**src/rtl/axis_out_pkg.sv**
```systemverilog
// Shared definitions for the wide-to-narrow AXI-Stream output serializer:
// default geometry, serializer state encoding and Q8.8 constants.
package axis_out_pkg;

  localparam int DEF_NUM_WORDS = 9;
  localparam int DEF_WORD_W    = 64;
  localparam int DEF_LANE_W    = 16;

  // EMPTY: no wide beat held; BUSY: a wide beat is being replayed word by word.
  typedef enum logic {
    EMPTY = 1'b0,
    BUSY  = 1'b1
  } state_t;

  // Q8.8 fixed-point reference values.
  localparam logic [15:0] Q88_ONE  = 16'h0100;
  localparam logic [15:0] Q88_ZERO = 16'h0000;

  // Frame counter step; wraps naturally from 2^32-1 to 0.
  function automatic logic [31:0] frame_count_inc(input logic [31:0] count);
    return count + 32'd1;
  endfunction

endpackage

```
**src/rtl/lane_relu.sv**
```systemverilog
// Per-lane clamp of a narrow word: every LANE_W-bit two's complement lane
// that is negative is replaced by zero, non-negative lanes pass unchanged.
// Purely combinational.
module lane_relu #(
  parameter int WORD_W = 64,
  parameter int LANE_W = 16
) (
  input  logic [WORD_W-1:0] in_word,
  output logic [WORD_W-1:0] out_word
);

  localparam int LANES = WORD_W / LANE_W;

  // Clamp each lane whose sign bit is set.
  always_comb begin
    out_word = '0;
    for (int l = 0; l < LANES; l++) begin
      if (in_word[l*LANE_W + LANE_W - 1]) begin
        out_word[l*LANE_W +: LANE_W] = '0;
      end else begin
        out_word[l*LANE_W +: LANE_W] = in_word[l*LANE_W +: LANE_W];
      end
    end
  end

endmodule

```
**src/rtl/axis_out_serializer.sv**
```systemverilog
// Accepts one wide result beat (NUM_WORDS x WORD_W bits) and replays it as
// NUM_WORDS narrow beats, word 0 (lowest bits) first, tlast only on the final
// word of a beat that carried tlast. Counts completed frames.
// Optional feature macro: OUT_RELU_EN -- clamps negative Q8.8 lanes of the
// output word to zero without adding latency.
module axis_out_serializer
  import axis_out_pkg::*;
#(
  parameter int NUM_WORDS = DEF_NUM_WORDS,
  parameter int WORD_W    = DEF_WORD_W,
  parameter int LANE_W    = DEF_LANE_W
) (
  input  logic                          aclk,
  input  logic                          aresetn,
  output logic                          s_axis_tready,
  input  logic [NUM_WORDS*WORD_W-1:0]   s_axis_tdata,
  input  logic                          s_axis_tvalid,
  input  logic                          s_axis_tlast,
  input  logic                          m_axis_tready,
  output logic [WORD_W-1:0]             m_axis_tdata,
  output logic                          m_axis_tvalid,
  output logic                          m_axis_tlast,
  output logic [31:0]                   frame_count
);

  localparam int IDX_W = (NUM_WORDS > 1) ? $clog2(NUM_WORDS) : 1;
  localparam logic [IDX_W-1:0] LAST_IDX = IDX_W'(NUM_WORDS - 1);

  state_t                        state_r;
  logic [NUM_WORDS*WORD_W-1:0]   hold_r;
  logic                          held_last_r;
  logic [IDX_W-1:0]              idx_r;
  logic [31:0]                   frame_count_r;

  logic                          on_last_word_s;
  logic                          s_hs_s;
  logic                          m_hs_s;
  logic [WORD_W-1:0]             held_word_s;
  logic [WORD_W-1:0]             out_word_s;

  assign on_last_word_s = (state_r == BUSY) && (idx_r == LAST_IDX);

  // A new wide beat is taken when nothing is held, or when the final word
  // leaves in this very cycle (keeps one narrow word per cycle sustained).
  assign s_axis_tready = aresetn &&
                         ((state_r == EMPTY) || ((idx_r == LAST_IDX) && m_axis_tready));
  assign s_hs_s        = s_axis_tvalid && s_axis_tready;
  assign m_hs_s        = m_axis_tvalid && m_axis_tready;

  assign m_axis_tvalid = (state_r == BUSY);
  assign m_axis_tlast  = on_last_word_s && held_last_r;
  assign frame_count   = frame_count_r;

  // Select the word currently being presented from the held wide beat.
  always_comb begin
    held_word_s = '0;
    for (int w = 0; w < NUM_WORDS; w++) begin
      if (idx_r == IDX_W'(w)) begin
        held_word_s = hold_r[w*WORD_W +: WORD_W];
      end else begin
        held_word_s = held_word_s;
      end
    end
  end

`ifdef OUT_RELU_EN
  lane_relu #(
    .WORD_W (WORD_W),
    .LANE_W (LANE_W)
  ) u_lane_relu (
    .in_word  (held_word_s),
    .out_word (out_word_s)
  );
`else
  for (genvar l = 0; l < WORD_W / LANE_W; l++) begin : g_raw_lane
    assign out_word_s[l*LANE_W +: LANE_W] = held_word_s[l*LANE_W +: LANE_W];
  end
`endif

  // Data bus reads zero whenever no word is being offered.
  assign m_axis_tdata = (state_r == BUSY) ? out_word_s : '0;

  // Serializer state, hold registers, word index and frame counter.
  always_ff @(posedge aclk) begin
    if (!aresetn) begin
      state_r       <= EMPTY;
      hold_r        <= '0;
      held_last_r   <= 1'b0;
      idx_r         <= '0;
      frame_count_r <= 32'd0;
    end else begin
      if (s_hs_s) begin
        hold_r      <= s_axis_tdata;
        held_last_r <= s_axis_tlast;
        idx_r       <= '0;
        state_r     <= BUSY;
      end else if (m_hs_s) begin
        if (idx_r == LAST_IDX) begin
          idx_r   <= '0;
          state_r <= EMPTY;
        end else begin
          idx_r   <= idx_r + IDX_W'(1);
          state_r <= BUSY;
        end
      end else begin
        state_r <= state_r;
      end

      if (m_hs_s && m_axis_tlast) begin
        frame_count_r <= frame_count_inc(frame_count_r);
      end else begin
        frame_count_r <= frame_count_r;
      end
    end
  end

endmodule
```
**config.mk**
```make
export PLATFORM = sky130hd
export DESIGN_NAME = axis_out_serializer
export DESIGN_NICKNAME = d
export VERILOG_FILES = /design/src/rtl/axis_out_pkg.sv /design/src/rtl/lane_relu.sv /design/src/rtl/axis_out_serializer.sv
export SDC_FILE = /design/constraint.sdc
export NUM_CORES = 1
export LEC_CHECK = 0
export BUFFER_PORTS_ARGS = -buffer_cell sky130_fd_sc_hd__buf_2
export CORE_ASPECT_RATIO = 0.7
export CORE_MARGIN = 3
export CORE_UTILIZATION = 40
export DETAILED_ROUTE_END_ITERATION = 10
export PLACE_DENSITY_LB_ADDON = 0.1
export SETUP_SLACK_MARGIN = 0.05
export SLEW_MARGIN = 10
export SYNTH_ARGS = -nofsm -noshare
export SYNTH_HDL_FRONTEND = slang
export SYNTH_SLANG_ARGS = --single-unit
```
**constraint.sdc**
```tcl
create_clock -name aclk -period 5 [get_ports aclk]
set_input_delay 1.25 -clock aclk [delete_from_list [all_inputs] [get_ports aclk]]
set_output_delay 1.25 -clock aclk [all_outputs]
set_load 0.005 [all_outputs]
```
==> results.md <==
Critical path:
- The arrival time reported for the critical path endpoint is 3.37 ns.
- STA puts the critical path data required time at 3.75 ns.
- The element type at the critical path start is a flop.
- The class of the most critical setup path is flop to output pin.
- The maximum net fanout on the critical path is 40.
- The worst setup path is captured at an output pin.

STA:
- The final setup violation count is 0.
- The final-report hold violation count is 0.
- The final worst-path cycle share is between 90% and 100%.
- The maximum operating frequency is between 200 and 250 MHz.
- The worst path in the final design needs a cycle of about 4.6 ns, including I/O delays and setup.
- After routing, the total negative slack on setup checks comes to 0 ns.
- For the pin with the worst max-slew slack, the measured transition is around 1.2 ns.
- The post-route worst hold slack is about 0.47 ns.
- The final number of max-transition violations is 0.
- In this run the tightest slew margin relative to its limit is about 20%.
- Across the routed clock network, the largest skew measured is roughly 0.022 ns.
- Setup repair after global routing left no endpoint under its margin.

Synthesis:
- The synthesized design contains just over 600 register bits.
- The share of cell area taken by muxes after synthesis is less than 1%.
- The area of the mapped netlist is approximately 28000 um^2.
- Dividing the synthesized area by the synthesized cell count gives between 7 and 8 um^2.
- The adder-cell share of the synthesized area is less than 1%.
- The post-synthesis cell count is approximately 3.8k.
- Counting distinct cell types in the post-synthesis netlist gives between 40 and 50.
- The post-synthesis cell type with the largest combined area is sky130_fd_sc_hd__dfxtp_1.
- The share of the Yosys chip area taken by registers is ~44%.
- In the post-synthesis netlist, the biggest area contributors are sky130_fd_sc_hd__dfxtp_1 (44%), sky130_fd_sc_hd__o21ai_0 (13%), sky130_fd_sc_hd__nand3_1 (11%), sky130_fd_sc_hd__inv_1 (9.6%), sky130_fd_sc_hd__a21oi_1 (6.3%).
- The synthesized netlist devotes 25.1% of its cell area to compound gates.
- Summing the areas of all xor and xnor instances in the mapped netlist gives less than 1% of the synthesized area.
- The count of synthesis-stage warnings from yosys is 0.
- The dominant combinational cell family by area after synthesis is compound AO/OA/AOI/OAI gates.
- For this run, the leading register cell type out of synthesis is sky130_fd_sc_hd__dfxtp_1.
- Counting flops with an async set or reset pin after synthesis yields a share of 0%.
- The synthesized netlist devotes approximately 16% of its cell area to simple gates.
- The proportion of netlist area held by the largest area contributor is between 40% and 50%.
- The synthesized design contains 0 enable-type register cells.
- The post-synthesis net count is between 4k and 5k.

Floorplanning:
- After floorplanning, the core was divided into 80 placement rows.
- The starting density of the core is 40.7%.
- The overall die height is 227 um.
- In this run the standard cell core region covers around 69000 um^2.
- The floorplan step defined a die boundary enclosing ~73000 um^2.
- The die is ~320 um wide.
- The total I/O pin count is 680.

Routing:
- The post-detailed-route via-to-cell ratio is 5.22.
- Once detail routing completed, the nets flagged for antenna violations numbered 0.
- The routed via count is 27.6k.
- Dividing the detail-routed wire length by the instance count gives roughly 20 um.
- Summed over all layers, the routed wires come to roughly 100000 um.
- The initial detailed-routing violation count is 2192.
- The number of remaining DRC errors is 0.
- The number of optimization iterations in the first detailed-route pass is 6.

Cells and area:
- Once layout is complete, the utilization of the core stands at 49.7%.
- The most common library cell in the layout ignoring fill and taps is sky130_fd_sc_hd__o21ai_0.
- The area overhead of the layout relative to synthesis is 22.2%.
- The finished cells cover 34100 um^2.
- Cells with a size suffix above 1 make up 19.6% of the layout.
- The top cell types in the final layout, fill and taps aside, are sky130_fd_sc_hd__o21ai_0 (714), sky130_fd_sc_hd__inv_1 (713), sky130_fd_sc_hd__buf_2 (678).
- The layout net count is 4874.

Power and ir drop:
- IR analysis of the VDD net gives a maximum drop of 0.000247 V.
- The overall power is 11.4 mW.
- The internal power of the cells totals 8.48 mW.
- The share of total power dissipated in the clock network is 42.4%.
- The share of power burned in registers is 47.4%.
- The leakage dissipation is 15.1 nW.
- Net switching is 25.5% of the power.
- The reported net switching power is between 2 and 3 mW.
- For this design the ratio of total power to cell area is around 330 nW/um^2.
- The combinational share of power is around a tenth.

Global routing:
- The first global-routing pass estimated around 150000 um of wire.
- The combined global-route utilization of all metal layers is 26.9%.
- The number of global-route vias before repair was 25.3k.
- The largest net degree at the start of global routing is roughly 160.
- The initial antenna violation count is 54.
- The aggregate global routing overflow is 0.

CTS:
- After clock tree synthesis, the clock-pin slew on the worst setup and hold paths is approximately 0.070 ns.
- Once the clock tree was built, the resizer swapped 0 gates to a different size.
- The number of CTS-inserted buffers is 61.
- In this run the post-CTS setup repair buffer count came out at 0.
- TritonCTS built the clock tree.
- In this run the deepest clock path goes through 3 buffers.
- Clock latency on the worst-skew pair, taken at its later pin, is between 0.6 and 0.7 ns.
- The tree built by TritonCTS fans out to 614 sinks.
- The number of hold buffers added after CTS was 0.
- The maximum level of the CTS H-tree is 2.
- Clock tree synthesis selected as its root buffer the cell sky130_fd_sc_hd__clkbuf_16.

Placed design:
- Buffers placed on the I/O ports in this run total slightly below 700.
- The weighted congestion reported at the end of routability-driven placement is approximately 0.89.
- The HPWL after detailed placement is about 74000 um.
- The post-place instance area is 31900 um^2.

Worst hold path:
- The path type of the worst min-delay path is flop to flop.

Run:
- The number of max-cap violations is 0.

Run status:
- The flow ran to the end, and the final reports show no timing, DRC or antenna violations.
## worst max-delay path: stages (launching register included)
cell and delay, ns:
sky130_fd_sc_hd__dfxtp_1 0.40, sky130_fd_sc_hd__inv_1 0.20, sky130_fd_sc_hd__ha_4 0.40, sky130_fd_sc_hd__or2_4 0.63
sky130_fd_sc_hd__buf_4 0.33, sky130_fd_sc_hd__a21oi_1 0.06, sky130_fd_sc_hd__o22ai_1 0.40, sky130_fd_sc_hd__a21oi_1 0.11
sky130_fd_sc_hd__buf_2 0.16
## power groups by stage
stage | combinational, mW | clock, mW | sequential [mW]
2_1_floorplan | 0.668 | 0 | 5.44
6_report | 1.16 | 4.83 | 5.39
4_1_cts | 1.17 | 4.93 | 5.39
3_5_place_dp | 1.17 | 0 | 5.50
5_1_grt | 1.31 | 5.12 | 5.43
3_3_place_gp | 1.16 | 0 | 5.50
## final timing paths
| kind | from | endpoint | slack [ns] | cells after the start |
|---|---|---|---|---|
| worst min-delay path | hold_r[515] | hold_r[515] | 0.47 | 2 |
| worst min register to register | hold_r[515] | hold_r[515] | 0.47 | 2 |
| worst max-delay path | idx_r[0] | m_axis_tdata[63] | 0.38 | 8 |
| worst max register to register | m_axis_tvalid | frame_count[21] | 1.75 | 4 |
## routing by layer
layer	wire length, um	global-route usage [%]
met4	3550	10.2
met5	264	0
met2	50100	45.9
met1	42900	33.6
met3	6630	5.60
## Yosys cell counts, types with 8 or more instances
master and number:
sky130_fd_sc_hd__o22ai_1 64, sky130_fd_sc_hd__o21ai_0 714, sky130_fd_sc_hd__nand3b_1 65, sky130_fd_sc_hd__a21oi_1 350, sky130_fd_sc_hd__nor2_1 10, sky130_fd_sc_hd__nand4_1 11
sky130_fd_sc_hd__o31ai_1 17, sky130_fd_sc_hd__inv_1 713, sky130_fd_sc_hd__buf_1 70, sky130_fd_sc_hd__dfxtp_1 614, sky130_fd_sc_hd__or3_1 8, sky130_fd_sc_hd__clkbuf_1 270
sky130_fd_sc_hd__a221oi_1 64, sky130_fd_sc_hd__nand3_1 588, sky130_fd_sc_hd__nand2_1 145, sky130_fd_sc_hd__or4_1 17, sky130_fd_sc_hd__o2bb2ai_1 64
## registers in the layout, summed over array words and instances (netlist names)
| name | cells |
|---|---|
| frame_count | 32 |
| hold_r | 576 |
| m_axis_tvalid | 1 |
| held_last_r | 1 |
| idx_r | 4 |
## metrics by stage
stage,cells,worst slack (ns)
global placement,5127,0.999
floorplan,3834,1.83
CTS,5241,0.256
detailed placement,5127,0.976
global route,5268,0.195
finish,5276,0.381
## cells by family after synthesis
group	Yosys count
AOI/OAI and AO/OA	1276
buffers and inverters	1059
and+or+nand+nor	873
DFF	614
xor gates and xnor gates	6
adders and majority gates	5
muxes	1
## area by class of cell
class / count / area (um^2)
clock inverters: 18 / 200
flip-flops and latches: 614 / 12300
diodes: 35 / 87.6
repair buffers: 737 / 4130
multi-input cells: 2161 / 11700
inverters: 713 / 2680
fillers: 6998 / 34500
clock buffers: 96 / 1890
well taps: 902 / 1130
Note: power is estimated with default switching activity, not from simulation.
